**src/rtl/panel_pkg.sv**
```systemverilog
// Shared constants for the operator-panel front end: input bit maps,
// run-FSM encoding and datapath widths.
package panel_pkg;

  localparam int C_W    = 31;
  localparam int ADDR_W = 12;

  localparam int N_BTN = 8;
  localparam int N_SW  = 6;
  localparam int N_IN  = N_BTN + N_SW;

  localparam int BTN_MACHINE_START    = 0;
  localparam int BTN_CLEAR_PULSE      = 1;
  localparam int BTN_DO_READ_MEM      = 2;
  localparam int BTN_DO_WRITE_MEM     = 3;
  localparam int BTN_WRITE_REG        = 4;
  localparam int BTN_CLEAR_REG_C      = 5;
  localparam int BTN_CLEAR_REG_SELECT = 6;
  localparam int BTN_CLEAR_REG_START  = 7;

  localparam int SW_AUTO_ENABLE     = 0;
  localparam int SW_STOP_AT_ENABLE  = 1;
  localparam int SW_SELECT_OR_START = 2;
  localparam int SW_ARR_REG_C       = 3;
  localparam int SW_ARR_REG_SELECT  = 4;
  localparam int SW_ARR_REG_START   = 5;

  localparam logic [1:0] ST_IDLE  = 2'd0;
  localparam logic [1:0] ST_ISSUE = 2'd1;
  localparam logic [1:0] ST_WAIT  = 2'd2;

  // One arrange request for a single register: strobe plus data.
  typedef struct packed {
    logic             strobe;
    logic [C_W-1:0]   data;
  } arr_req_t;

  // Resolves clear/write for one register; clear always beats write.
  function automatic arr_req_t arr_resolve(input logic clr, input logic wr,
                                           input logic sel,
                                           input logic [C_W-1:0] value);
    arr_req_t r;
    r.strobe = 1'b0;
    r.data   = '0;
    if (clr) begin
      r.strobe = 1'b1;
    end else if (wr && sel) begin
      r.strobe = 1'b1;
      r.data   = value;
    end
    return r;
  endfunction

endpackage

```
**src/rtl/panel_debounce.sv**
```systemverilog
// Single-input conditioner: two-flop synchroniser, stability counter and
// debounced level, plus a one-cycle pulse on each debounced rising edge.
module panel_debounce #(
  parameter int DEBOUNCE_CYCLES = 16,
  parameter int CNT_W           = 16
) (
  input  logic clk,
  input  logic reset,
  input  logic i_raw,
  output logic o_level,
  output logic o_rise
);

  localparam logic [CNT_W-1:0] LAST = CNT_W'(DEBOUNCE_CYCLES - 1);

  logic             r_sync1;
  logic             r_sync2;
  logic             r_level;
  logic             r_rise;
  logic [CNT_W-1:0] r_cnt;

  always_ff @(posedge clk) begin
    if (reset) begin
      r_sync1 <= 1'b0;
      r_sync2 <= 1'b0;
      r_level <= 1'b0;
      r_rise  <= 1'b0;
      r_cnt   <= '0;
    end else begin
      r_sync1 <= i_raw;
      r_sync2 <= r_sync1;
      r_rise  <= 1'b0;
      if (r_sync2 == r_level) begin
        r_cnt <= '0;
      end else if (r_cnt == LAST) begin
        // This sample is the DEBOUNCE_CYCLES-th consecutive disagreement.
        r_cnt   <= '0;
        r_level <= r_sync2;
        r_rise  <= r_sync2;
      end else begin
        r_cnt <= r_cnt + 1'b1;
      end
    end
  end

  assign o_level = r_level;
  assign o_rise  = r_rise;

endmodule

```
**src/rtl/panel_ctrl.sv**
```systemverilog
// Operator-panel front end: conditions buttons/switches, produces command
// pulses and arrange strobes, and runs the instruction start sequencer.
module panel_ctrl
  import panel_pkg::*;
#(
  parameter int DEBOUNCE_CYCLES = 16,
  parameter int CNT_W           = 16
) (
  input  logic              clk,
  input  logic              reset,
  input  logic [N_BTN-1:0]  raw_btn,
  input  logic [N_SW-1:0]   raw_sw,
  input  logic [C_W-1:0]    input_reg_c_value,
  input  logic [ADDR_W-1:0] input_reg_select_value,
  input  logic [ADDR_W-1:0] input_reg_start_value,
  input  logic [ADDR_W-1:0] reg_start_value,
  input  logic [ADDR_W-1:0] stop_addr,
  input  logic              instr_done,
  output logic              start_pulse,
  output logic              clear_pulse,
  output logic              do_read_mem,
  output logic              do_write_mem,
  output logic              do_arr_reg_c,
  output logic              do_arr_reg_select,
  output logic              do_arr_reg_start,
  output logic [C_W-1:0]    arr_reg_c_data,
  output logic [ADDR_W-1:0] arr_reg_select_data,
  output logic [ADDR_W-1:0] arr_reg_start_data,
  output logic [N_SW-1:0]   sw_level,
  output logic              running
);

  logic [N_IN-1:0]   w_raw;
  logic [N_IN-1:0]   w_level;
  logic [N_IN-1:0]   w_rise;
  logic [N_BTN-1:0]  w_btn_rise;
  logic [N_SW-1:0]   w_sw_level;
  logic              w_unused;

  assign w_raw      = {raw_sw, raw_btn};
  assign w_btn_rise = w_rise[N_BTN-1:0];
  assign w_sw_level = w_level[N_IN-1:N_BTN];
  // Button levels and switch edges are produced by the shared conditioner
  // but have no consumer here.
  assign w_unused   = ^{w_level[N_BTN-1:0], w_rise[N_IN-1:N_BTN]};

  for (genvar g = 0; g < N_IN; g++) begin : g_cond
    panel_debounce #(
      .DEBOUNCE_CYCLES (DEBOUNCE_CYCLES),
      .CNT_W           (CNT_W)
    ) u_debounce (
      .clk     (clk),
      .reset   (reset),
      .i_raw   (w_raw[g]),
      .o_level (w_level[g]),
      .o_rise  (w_rise[g])
    );
  end

  // Arrange requests, resolved with clear-over-write priority.
  arr_req_t w_arr_c;
  arr_req_t w_arr_sel;
  arr_req_t w_arr_st;

  always_comb begin
    w_arr_c   = arr_resolve(w_btn_rise[BTN_CLEAR_REG_C], w_btn_rise[BTN_WRITE_REG],
                            w_sw_level[SW_ARR_REG_C], input_reg_c_value);
    w_arr_sel = arr_resolve(w_btn_rise[BTN_CLEAR_REG_SELECT], w_btn_rise[BTN_WRITE_REG],
                            w_sw_level[SW_ARR_REG_SELECT],
                            {{(C_W-ADDR_W){1'b0}}, input_reg_select_value});
    w_arr_st  = arr_resolve(w_btn_rise[BTN_CLEAR_REG_START], w_btn_rise[BTN_WRITE_REG],
                            w_sw_level[SW_ARR_REG_START],
                            {{(C_W-ADDR_W){1'b0}}, input_reg_start_value});
  end

  logic              r_clear_pulse;
  logic              r_do_read_mem;
  logic              r_do_write_mem;
  logic              r_do_arr_c;
  logic              r_do_arr_sel;
  logic              r_do_arr_st;
  logic [C_W-1:0]    r_arr_c_data;
  logic [ADDR_W-1:0] r_arr_sel_data;
  logic [ADDR_W-1:0] r_arr_st_data;
  logic [N_SW-1:0]   r_sw_level;

  always_ff @(posedge clk) begin
    if (reset) begin
      r_clear_pulse  <= 1'b0;
      r_do_read_mem  <= 1'b0;
      r_do_write_mem <= 1'b0;
      r_do_arr_c     <= 1'b0;
      r_do_arr_sel   <= 1'b0;
      r_do_arr_st    <= 1'b0;
      r_arr_c_data   <= '0;
      r_arr_sel_data <= '0;
      r_arr_st_data  <= '0;
      r_sw_level     <= '0;
    end else begin
      r_clear_pulse  <= w_btn_rise[BTN_CLEAR_PULSE];
      r_do_read_mem  <= w_btn_rise[BTN_DO_READ_MEM];
      r_do_write_mem <= w_btn_rise[BTN_DO_WRITE_MEM];
      r_do_arr_c     <= w_arr_c.strobe;
      r_do_arr_sel   <= w_arr_sel.strobe;
      r_do_arr_st    <= w_arr_st.strobe;
      r_arr_c_data   <= w_arr_c.data;
      r_arr_sel_data <= w_arr_sel.data[ADDR_W-1:0];
      r_arr_st_data  <= w_arr_st.data[ADDR_W-1:0];
      r_sw_level     <= w_sw_level;
    end
  end

  // Run sequencer. The clear button is taken from the conditioner edge
  // directly so that it can override a same-cycle start or done.
  logic [1:0] r_state;
  logic [1:0] w_state_next;
  logic       w_stop;

  assign w_stop = w_sw_level[SW_STOP_AT_ENABLE] && (reg_start_value == stop_addr);

  always_comb begin
    w_state_next = r_state;
    if (w_btn_rise[BTN_CLEAR_PULSE]) begin
      w_state_next = ST_IDLE;
    end else begin
      case (r_state)
        ST_IDLE:  if (w_btn_rise[BTN_MACHINE_START]) w_state_next = ST_ISSUE;
        ST_ISSUE: w_state_next = ST_WAIT;
        ST_WAIT: begin
          if (instr_done) begin
            w_state_next = (w_sw_level[SW_AUTO_ENABLE] && !w_stop) ? ST_ISSUE : ST_IDLE;
          end
        end
        default:  w_state_next = ST_IDLE;
      endcase
    end
  end

  always_ff @(posedge clk) begin
    if (reset) begin
      r_state <= ST_IDLE;
    end else begin
      r_state <= w_state_next;
    end
  end

  assign start_pulse         = (r_state == ST_ISSUE);
  assign running             = (r_state != ST_IDLE);
  assign clear_pulse         = r_clear_pulse;
  assign do_read_mem         = r_do_read_mem;
  assign do_write_mem        = r_do_write_mem;
  assign do_arr_reg_c        = r_do_arr_c;
  assign do_arr_reg_select   = r_do_arr_sel;
  assign do_arr_reg_start    = r_do_arr_st;
  assign arr_reg_c_data      = r_arr_c_data;
  assign arr_reg_select_data = r_arr_sel_data;
  assign arr_reg_start_data  = r_arr_st_data;
  assign sw_level            = r_sw_level;

endmodule

```
**config.mk**
```make
export PLATFORM = sky130hd
export DESIGN_NAME = panel_ctrl
export DESIGN_NICKNAME = d
export VERILOG_FILES = /design/src/rtl/panel_pkg.sv /design/src/rtl/panel_debounce.sv /design/src/rtl/panel_ctrl.sv
export SDC_FILE = /design/constraint.sdc
export NUM_CORES = 1
export LEC_CHECK = 0
export ABC_AREA = 0
export CELL_PAD_IN_SITES_DETAIL_PLACEMENT = 1
export CELL_PAD_IN_SITES_GLOBAL_PLACEMENT = 1
export CORE_MARGIN = 2
export CORE_UTILIZATION = 49
export DETAILED_ROUTE_END_ITERATION = 16
export DONT_BUFFER_PORTS = 1
export GPL_ROUTABILITY_DRIVEN = 0
export GPL_TIMING_DRIVEN = 0
export PLACE_DENSITY = 0.8
export SYNTH_ARGS = -nofsm -noshare
export SYNTH_HDL_FRONTEND = slang
export SYNTH_HIERARCHICAL = 1
export SYNTH_SLANG_ARGS = --single-unit
```
**constraint.sdc**
```tcl
create_clock -name clk -period 2.2 [get_ports clk]
set_clock_uncertainty 0.2 [all_clocks]
set_input_delay 0.55 -clock clk [delete_from_list [all_inputs] [get_ports clk]]
set_output_delay 0.55 -clock clk [all_outputs]
set_load 0.1 [all_outputs]
```
== Word-level counts from Yosys, hierarchy flattened ==
Index checks and enable logic that the tools add are counted.

* Flip-flop bits (word level): 343
* Input port bits: 96
* Output and inout port bits: 69

* Add/sub/neg operators: 14
* Equality and inequality tests: 33
* Muxes and demuxes: 10
* Bitwise operators: 25
* Reductions and logical operators: 49

{| class="wikitable"
|+ Operators by type and width
! operator !! count
|-
| $add 16x1->16 const B || 14
|-
| $eq 16x4->1 const B || 14
|-
| $mux 32 || 3
|-
| $reduce_or 3->1 || 25
|-
| $reduce_and 2->1 || 15
|-
| $not 1->1 || 25
|-
| $eq 1x1->1 || 14
|-
| $eq 12x12->1 || 1
|-
| $pmux 2 s3 || 1
|-
| $logic_and 1x1->1 || 5
|-
| $mux 1 || 4
|-
| $mux 2 || 2
|-
| $eq 2x1->1 const B || 1
|-
| $eq 2x2->1 const B || 1
|-
| $logic_not 2->1 || 1
|-
| $ne 2x1->1 const B || 1
|-
| $ne 2x2->1 const B || 1
|-
| $reduce_bool 2->1 || 1
|-
| $reduce_or 2->1 || 1
|-
| $logic_not 1->1 || 1
|}

== Depth between registers and ports, before layout ==
* Depth after elaboration: 7
* Gate-level depth with buffers: 7
* Depth with buffers taken out: 5

== Hierarchy ==
Netlist, hierarchy kept.

{| class="wikitable"
|+ By module, submodules not included
! module !! instances !! cells each !! area each (um2) !! seq. area each (um2)
|-
| panel_debounce (g_cond[0].u_debounce ...) || 13 || 89 || 844.6 || 400.4
|-
| panel_ctrl || 1 || 174 || 2119.5 || 1381.3
|-
| panel_debounce (g_cond[9].u_debounce) || 1 || 88 || 872.1 || 400.4
|}

== Least setup slack after synthesis ==
No wires, ideal clock.

* Path kind: flip-flop to output port
* From: reg r_state[0]
* To: out start_pulse
* Arrival time: 1.718 ns
* Required time: 1.450 ns
* Setup slack: -0.268 ns
* Cell stages (with the launch flop): 2
* Buffers on the path: 0
* Cells stage by stage: dfxtp_1 > nor2b_1

* Word-level cells in the longest chain between the ends: 1

{| class="wikitable"
|+ Ends and longest elaborated chain
! what !! line !! source
|-
| start, declared || panel_ctrl.sv:115 || <nowiki>logic [1:0] r_state;</nowiki>
|-
| start signal, assigned || panel_ctrl.sv:143 || <nowiki>r_state <= w_state_next;</nowiki>
|-
| $eq 2x1->1 || panel_ctrl.sv:147 || <nowiki>assign start_pulse = (r_state == ST_ISSUE);</nowiki>
|-
| end, declared || panel_ctrl.sv:19 || <nowiki>output logic start_pulse,</nowiki>
|}

Every way passes these cells.

== Worst setup path in the final report ==
Same ends and word-level chain as after synthesis.

==> impl_metrics.py <==
metrics = {
    "outcome": {
        "status": "completed",
    },
    "floorplan": {
        "core_area_um2": 27780,
        "fp.dieW_um": 171.8,
        "die_area_um2": 29520,
        "num_rows": 61,
        "ios": 165,
        "die_h_um": 171.8,
        "start_util": 0.4967,
    },
    "worst_setup_path": {
        "crit_arrival_ns": 1.43,
        "cp_cell_sequence": "nor2b_4",
        "required_ns": 1.45,
        "worst-path-max-fanout": 4,
        "slowest_stage": "nor2b_4",
        "crit_path_start_kind": "flip-flop",
        "max_stage_delay_ns": 0.57,
        "path_class": "reg -> out",
        "cp_top_family": "simple AND/OR/NAND/NOR gates",
        "cp_num_buf_inv": 0,
        "crit_path_end_kind": "output port",
    },
    "cts": {
        "cts-htree-levels": 2,
        "cts_tree": "yes",
        "numCtsBuffers": 38,
        "clock-sinks": 343,
        "clk_latency_ns": 0.52,
        "ctsRootBufferMaster": "clkbuf_16",
        "clk_pin_slew_worst_paths_ns": 0.05,
        "cts_max_path_buffers": 3,
    },
    "grt": {
        "gr-total-overflow": 0,
        "track_usage": 0.2440,
        "grt_pass1_vias": 11340,
        "grt_use_met1": 0.2842,
        "grt_use_met3": 0.05154,
        "grt_pass1_wl_mm": 58.26,
        "grt_use_met2": 0.4393,
        "grt_max_degree": 55,
        "top_usage_layer": "met2",
        "antenna_found_initial": 0,
    },
    "route": {
        "dr_total_vias": 10760,
        "routedWlPerCell_um": 18.86,
        "post-route-drc-count": 0,
        "wirelength_mm": 36.21,
        "drt-initial-drc-count": 631,
        "viasPerCell": 5.603,
        "dr.pass1.iters": 5,
        "antenna_left": 0,
    },
    "placement": {
        "numPortBuffers": 0,
        "dpl_cell_area_um2": 14270,
        "dp_cells": 1785,
        "place_hpwl_mm": 22.02,
    },
    "finish": {
        "drive_above_1_share": 0.1751,
        "areaGrowthSynthToFinish_pct": 18.33,
        "layout.cells.non_filler": 1920,
        "antenna_cells": 0,
        "nets": 1628,
        "fin_area_um2": 16330,
        "final_util": 0.5877,
    },
    "logic_synthesis": {
        "yosys_warnings": 6,
        "synth_nets": 1517,
        "synth_cells": 1407,
        "syn_area_um2": 13800,
        "synth.avg_cell_area_um2": 9.807,
    },
    "pwr": {
        "power_density_nw_per_um2": 777.5,
        "peakVddDrop_v": 0.0005823,
        "total_power_mw": 12.69,
        "total_leakage_power_nw": 5.799,
    },
    "sta": {
        "finalHoldViolCount": 0,
        "min_period_ns": 2.183,
        "finalSetupViolCount": 0,
        "slew_headroom": 0.3248,
        "max_freq_ghz": 0.4580,
        "fin_crit_sh": 0.9925,
        "drv_slew": 0,
        "tightest_slew_ns": 1.004,
        "rsz0062_at_grt": "yes",
    },
    "flow_run": {
        "cap_violations": 0,
    },
    "hold_path": {
        "hold_path_class": "in -> reg",
    },
}
area by class of cell:
type / count / area [um2]
Inverter: 2 / 7.507
Tap cell: 378 / 473.0
Sequential cell: 343 / 6955
Clock buffer: 56 / 1150
Multi-Input combinational cell: 1029 / 6751
Clock inverter: 8 / 73.82
Fill cell: 3095 / 11450
Timing Repair Buffer: 71 / 715.7
Buffer: 33 / 200.2
state kept, by name, indices dropped and copies added, names as in the netlist:
register                   cells
arr_reg_c_data                31
arr_reg_select_data           12
arr_reg_start_data            12
clear_pulse                    1
do_arr_reg_c                   1
do_arr_reg_select              1
do_arr_reg_start               1
do_read_mem                    1
do_write_mem                   1
g_cond.u_debounce/o_level     14
g_cond.u_debounce/o_rise       8
g_cond.u_debounce/r_cnt      224
g_cond.u_debounce/r_sync1     14
g_cond.u_debounce/r_sync2     14
r_state                        2
sw_level                       6
cells in the final DEF (no fill, tap or decap), types with 19 or more instances in the layout:
master         count
and2_1            24
and2_2            31
and3_1            41
buf_4             19
clkbuf_16         39
dfxtp_1          274
dfxtp_2           68
dlygate4sd3_1     65
nand2_1           35
nand3_1          121
nand4_1           42
nor2_1           229
nor2b_1           37
nor3_1            32
nor4_1            57
xnor2_1          109
xor2_1            87
stage by stage:
| step | hold WS (ns) | worst slack, ns | TNS (ns) |
|---|---|---|---|
| after floorplan | 0.2049 | 0.2708 | 0 |
| after CTS | 0.007648 | -0.01931 | -0.01931 |
| after global placement | 0.2196 | -0.1288 | -0.1288 |
| after detailed placement | 0.2249 | -0.1323 | -0.1323 |
| after global routing | 0.01252 | -0.02547 | -0.02547 |
| final | 0.02284 | 0.01657 | 0 |
power by group:
part | switching [mW] | internal (mW)
clock network | 2.47 | 3.72
logic | 0.107 | 0.135
registers | 0.0240 | 6.24
total | 2.60 | 10.1
layer usage:
metal	up-vias	wire, um
met5	-	0
met4	0	1132
met3	74	1996
met2	270	18320
met1	5272	14760
li1	5142	-
what timing repair did:
action,CTS,global route
endpoints found under the hold margin,106,0
setup buffers,0,5
resized for setup,70,9
hold buffers,66,0
endpoints found under the setup margin,69,68
pin swaps,0,1
path summary, 6_finish.rpt:
kind                                                    start                            end  slack [ns]  cells past startpoint
worst max-delay path                               r_state[0]                    start_pulse        0.02                      1
worst min-delay path                input_reg_select_value[1]         arr_reg_select_data[1]        0.02                      1
worst max register to register  g_cond[7].u_debounce/r_cnt[0]  g_cond[7].u_debounce/r_cnt[7]        0.09                      7
worst min register to register   g_cond[4].u_debounce/r_sync1   g_cond[4].u_debounce/r_sync2        0.24                      1
(Power assumes the default switching activity.)
==> patch 1 (same flow settings) <==
Put a register stage on the outputs `start_pulse` and `running`, without a reset. The values now appear one clock later. The other outputs are not delayed to match.
--- a/src/rtl/panel_ctrl.sv
+++ b/src/rtl/panel_ctrl.sv
@@ -144,8 +144,10 @@
     end
   end
 
-  assign start_pulse         = (r_state == ST_ISSUE);
-  assign running             = (r_state != ST_IDLE);
+  always_ff @(posedge clk) begin
+    start_pulse <= (r_state == ST_ISSUE);
+    running     <= (r_state != ST_IDLE);
+  end
   assign clear_pulse         = r_clear_pulse;
   assign do_read_mem         = r_do_read_mem;
   assign do_write_mem        = r_do_write_mem;
Function: no difference found for any inputs over 4 cycles, from zero or initial values and one cycle with reset high; that may be too few to reach the edited logic, so the function may still have changed.
==> patch 1 against the original RTL <==
Cell area up 0.29%; first-iteration DRC count is 25% lower; synthesized area rose by 0.29%; wire length down 2.9%; sequential cell count rose by 2; worst setup slack improved by 0.13 ns; clock power increased by 2%; die area increased by 0.28%; power up 1.3%.
==> patch 1: results (changes against the original RTL) <==
met3 GRT Util: 4.486% (-0.67 points)
Placed Area: 14310 µm² (+0.26%)
crit path DAT: 2.26 ns (+0.83 ns)
via density per instance: 5.508 (-1.7%)
worst reg2reg path endpoint: g_cond[7].u_debounce/r_cnt[12]
met1 usage: 27.29% (-1.1 points)
share of cells above drive strength 1: 17.43% (-0.076 points)
Clock Pin Slew Worst Setup and Hold Paths: 0.07 ns (+0.02 ns)
Hold Crit Endpoint: arr_reg_select_data[7]
NumNets Final: 1625 (-0.18%)
DRT iter0 DRCs: 474 (-25%)
power share of the sequential group: 49.0% (-0.4 points)
DP HPWL: 22060 µm (+0.19%)
hold path start: input_reg_select_value[7]
CTS buffer count: 37 (-2.6%)
Leakage: 5.809 nW (+0.18%)
slowest cell on the critical path: dfxtp_1
dpl cells: 1787 (+0.11%)
final wirelength: 35180 µm (-2.9%)
Tot Pwr: 0.01286 W (+1.3%)
clock latency on the worst-skew pair: 0.53 ns
first-pass GRT wire length: 55620 µm (-4.5%)
maximum vdd drop: 723.2 µV (+24%)
Finished Layout Cells: 1925 (+0.26%)
Tot GR Track Use: 23.29% (-1.1 points)
Slew Limit Headroom: 51.71% (+19 points)
M2 GR Usage: 42.31% (-1.6 points)
period utilisation layout: 93.47% (-5.8 points)
Sw Ratio: 20.65% (+0.20 points)
Syn Area/Cell: 9.821 µm² (+0.15%)
Crit Path Max Fanout: 10 (+6)
Min Hold Slack: 0.02536 ns (+0.002518 ns)
outcome: finished clean
max incr delay on CP: 0.39 ns (-0.18 ns)
final worst setup slack: 0.1437 ns (+0.1271 ns)
R2R Setup Slk: 0.14 ns (+0.05 ns)
syn nets: 1519 (+0.13%)
==> patch 1: cell count changes in the layout (fill, tap and decap cells not counted), moves of 2 or more <==
cell	before	now
dfxtp_1	274	276
clkinvlp_4	2	4
clkbuf_8	11	9
diode_2	0	4
buf_4	19	15
==> patch 1: repair_timing <==
action / in CTS / in global routing
setup endpoints to repair: 69 / 57
hold buffers: 66 / 0
pin swaps: 0 / 1
resized for setup: 69 / 7
buffers inserted: 0 / 1
endpoints found under the hold margin: 105 / 0
==> patch 1: worst max-delay path by stage <==
| stage | start | end | cells past startpoint |
|---|---|---|---|
| 2_1_floorplan | g_cond[0].u_debounce/r_cnt[0] | g_cond[0].u_debounce/r_cnt[10] | 7 |
| 3_3_place_gp | stop_addr[3] | r_state[0] | 4 |
| 3_5_place_dp | stop_addr[3] | r_state[0] | 4 |
| 4_1_cts | g_cond[1].u_debounce/r_cnt[0] | g_cond[1].u_debounce/r_cnt[6] | 7 |
| 5_1_grt | g_cond[6].u_debounce/r_cnt[0] | g_cond[6].u_debounce/r_cnt[12] | 7 |
| 6_report | g_cond[7].u_debounce/r_cnt[0] | g_cond[7].u_debounce/r_cnt[12] | 7 |
==> patch 1: layer usage <==
| metal | routed length (µm) | vias up |
|---|---|---|
| met1 | 14920 | 5201 |
| met5 | 0 | - |
| met3 | 1434 | 63 |
| met4 | 960 | 0 |
| met2 | 17860 | 194 |
| li1 | - | 5145 |
==> patch 1: cell type report <==
type / count / area [µm²]
Sequential cell: 345 / 6993
Multi-Input combinational cell: 1029 / 6745
Inverter: 2 / 7.507
Timing Repair Buffer: 67 / 685.7
Buffer: 33 / 200.2
Tap cell: 378 / 473.0
Clock buffer: 53 / 1119
Fill cell: 3059 / 11410
Antenna cell: 4 / 10.01
Clock inverter: 14 / 141.4
==> patch 2 (config.mk and constraints unchanged) <==
Without the edit above. `DEBOUNCE_CYCLES` is set to 16 in 2 places; all go to 15.
--- a/src/rtl/panel_debounce.sv
+++ b/src/rtl/panel_debounce.sv
@@ -1,7 +1,7 @@
 // Single-input conditioner: two-flop synchroniser, stability counter and
 // debounced level, plus a one-cycle pulse on each debounced rising edge.
 module panel_debounce #(
-  parameter int DEBOUNCE_CYCLES = 16,
+  parameter int DEBOUNCE_CYCLES = 15,
   parameter int CNT_W           = 16
 ) (
   input  logic clk,
--- a/src/rtl/panel_ctrl.sv
+++ b/src/rtl/panel_ctrl.sv
@@ -3,7 +3,7 @@
 module panel_ctrl
   import panel_pkg::*;
 #(
-  parameter int DEBOUNCE_CYCLES = 16,
+  parameter int DEBOUNCE_CYCLES = 15,
   parameter int CNT_W           = 16
 ) (
   input  logic              clk,
Function: no difference found for any inputs over 4 cycles, from zero or initial values and one cycle with reset high; that may be too few to reach the edited logic, so the function may still have changed.
==> patch 2 against the original RTL <==
The run now ends with negative setup slack left; cell area up 1.4%; sequential cell count unchanged; highest routed layer is now met5; critical path depth did not move; worst setup slack worse by 0.038 ns; power increased by 1.2%; clock power increased by 2%; synthesized area is 1.9% higher; largest cell class unchanged; wire length decreased by 0.79%.
==> patch 2: results (changes against the original RTL) <==
final worst setup slack: -0.02157 ns (-0.03814 ns)
Finished Layout Cells: 1987 (+3.5%)
met1 usage: 28.81% (+0.39 points)
crit path DAT: 1.47 ns (+0.04 ns)
share of cells above drive strength 1: 15.47% (-2.0 points)
Leakage: 5.722 nW (-1.3%)
comb_multi_in: 1071 (+4.1%)
final wirelength: 35930 µm (-0.79%)
Non-clock buffers: 111 (+6.7%)
slowest cell on the critical path: nor2b_4
maximum vdd drop: 610.4 µV (+4.8%)
final setup vio count: 1 (+1)
hold path depth: 1 (unchanged)
drt pass-1 iters: 4 (-1)
multi-input gate share of total cell area: 41.33% (about the same)
CLK BUF: 53 (-5.4%)
M2 GR Usage: 41.93% (-2.0 points)
max incr delay on CP: 0.60 ns (+0.03 ns)
Sw Pwr: 0.002590 W (-0.28%)
R2R Setup Slk: 0.18 ns (+0.09 ns)
DRT iter0 DRCs: 538 (-15%)
Slew Limit Headroom: 33.40% (+0.92 points)
maximum clock insertion buffer count: 3 (unchanged)
syn nets: 1600 (+5.5%)
post-cts hold buffer count: 62 (-6.1%)
met3 wire length: 1629 µm (-18%)
DR top layer: met5
invs w/o clock: 15 (+13)
Tot GR Track Use: 23.78% (-0.63 points)
Post-Route M1 WL: 15140 µm (+2.6%)
pin count of the biggest net entering global routing: 53 (-3.6%)
Fill cells: 3161 (+2.1%)
Non-clock buffering overhead: 5.798% (+0.19 points)
Vias: 11040 (+2.6%)
total sequential power: 0.00627 W (about the same)
R2R depth: 4 (-3)
DP HPWL: 21830 µm (-0.86%)
first-pass GRT wire length: 58840 µm (+1.0%)
Met2 Wirelength: 17950 µm (-2.0%)
NumNets Final: 1704 (+4.7%)
Crit Path Max Fanout: 5 (+1)
dpl ws: 0.07302 ns (+0.2053 ns)
Min Hold Slack: 0.02276 ns (-0.00007510 ns)
seq_cells: 343 (unchanged)
outcome: finished with violations
share of total power in the clock network: 49.4% (+0.7 points)
dpl cells: 1860 (+4.2%)
failing checks: negative setup slack
met3 GRT Util: 4.474% (-0.68 points)
Seq/total area: 42.01% (-0.59 points)
Syn Area/Cell: 9.526 µm² (-2.9%)
patch 2: cell types whose count changed in the layout (fill, tap and decap cells not counted), moves of 17 or more:
cell	delta
nand2_1	+20
nand3_1	-51
nand4_1	+70
xor2_1	+20
nor2_1	+24
nor3_1	-17
patch 2: worst paths after layout:
check                                startpoint                           to
hold reg to reg     g_cond[2].u_debounce/o_rise                  do_read_mem
setup / recovery                     r_state[1]                  start_pulse
setup reg to reg  g_cond[5].u_debounce/r_cnt[1]  g_cond[5].u_debounce/o_rise
hold / removal             input_reg_c_value[5]            arr_reg_c_data[5]
patch 2: through the flow:
step           instance area [µm²]  util, %  power [W]  TNS (ns)
3_5_place_dp                 14540    51.09   0.006527         0
2_1_floorplan                14060        -   0.006491         0
6_report                     16550    58.14    0.01285  -0.02157
5_1_grt                      16550    58.14    0.01331  -0.05000
4_1_cts                      16530    58.08    0.01298  -0.06119
3_3_place_gp                 14540    51.09   0.006521         0
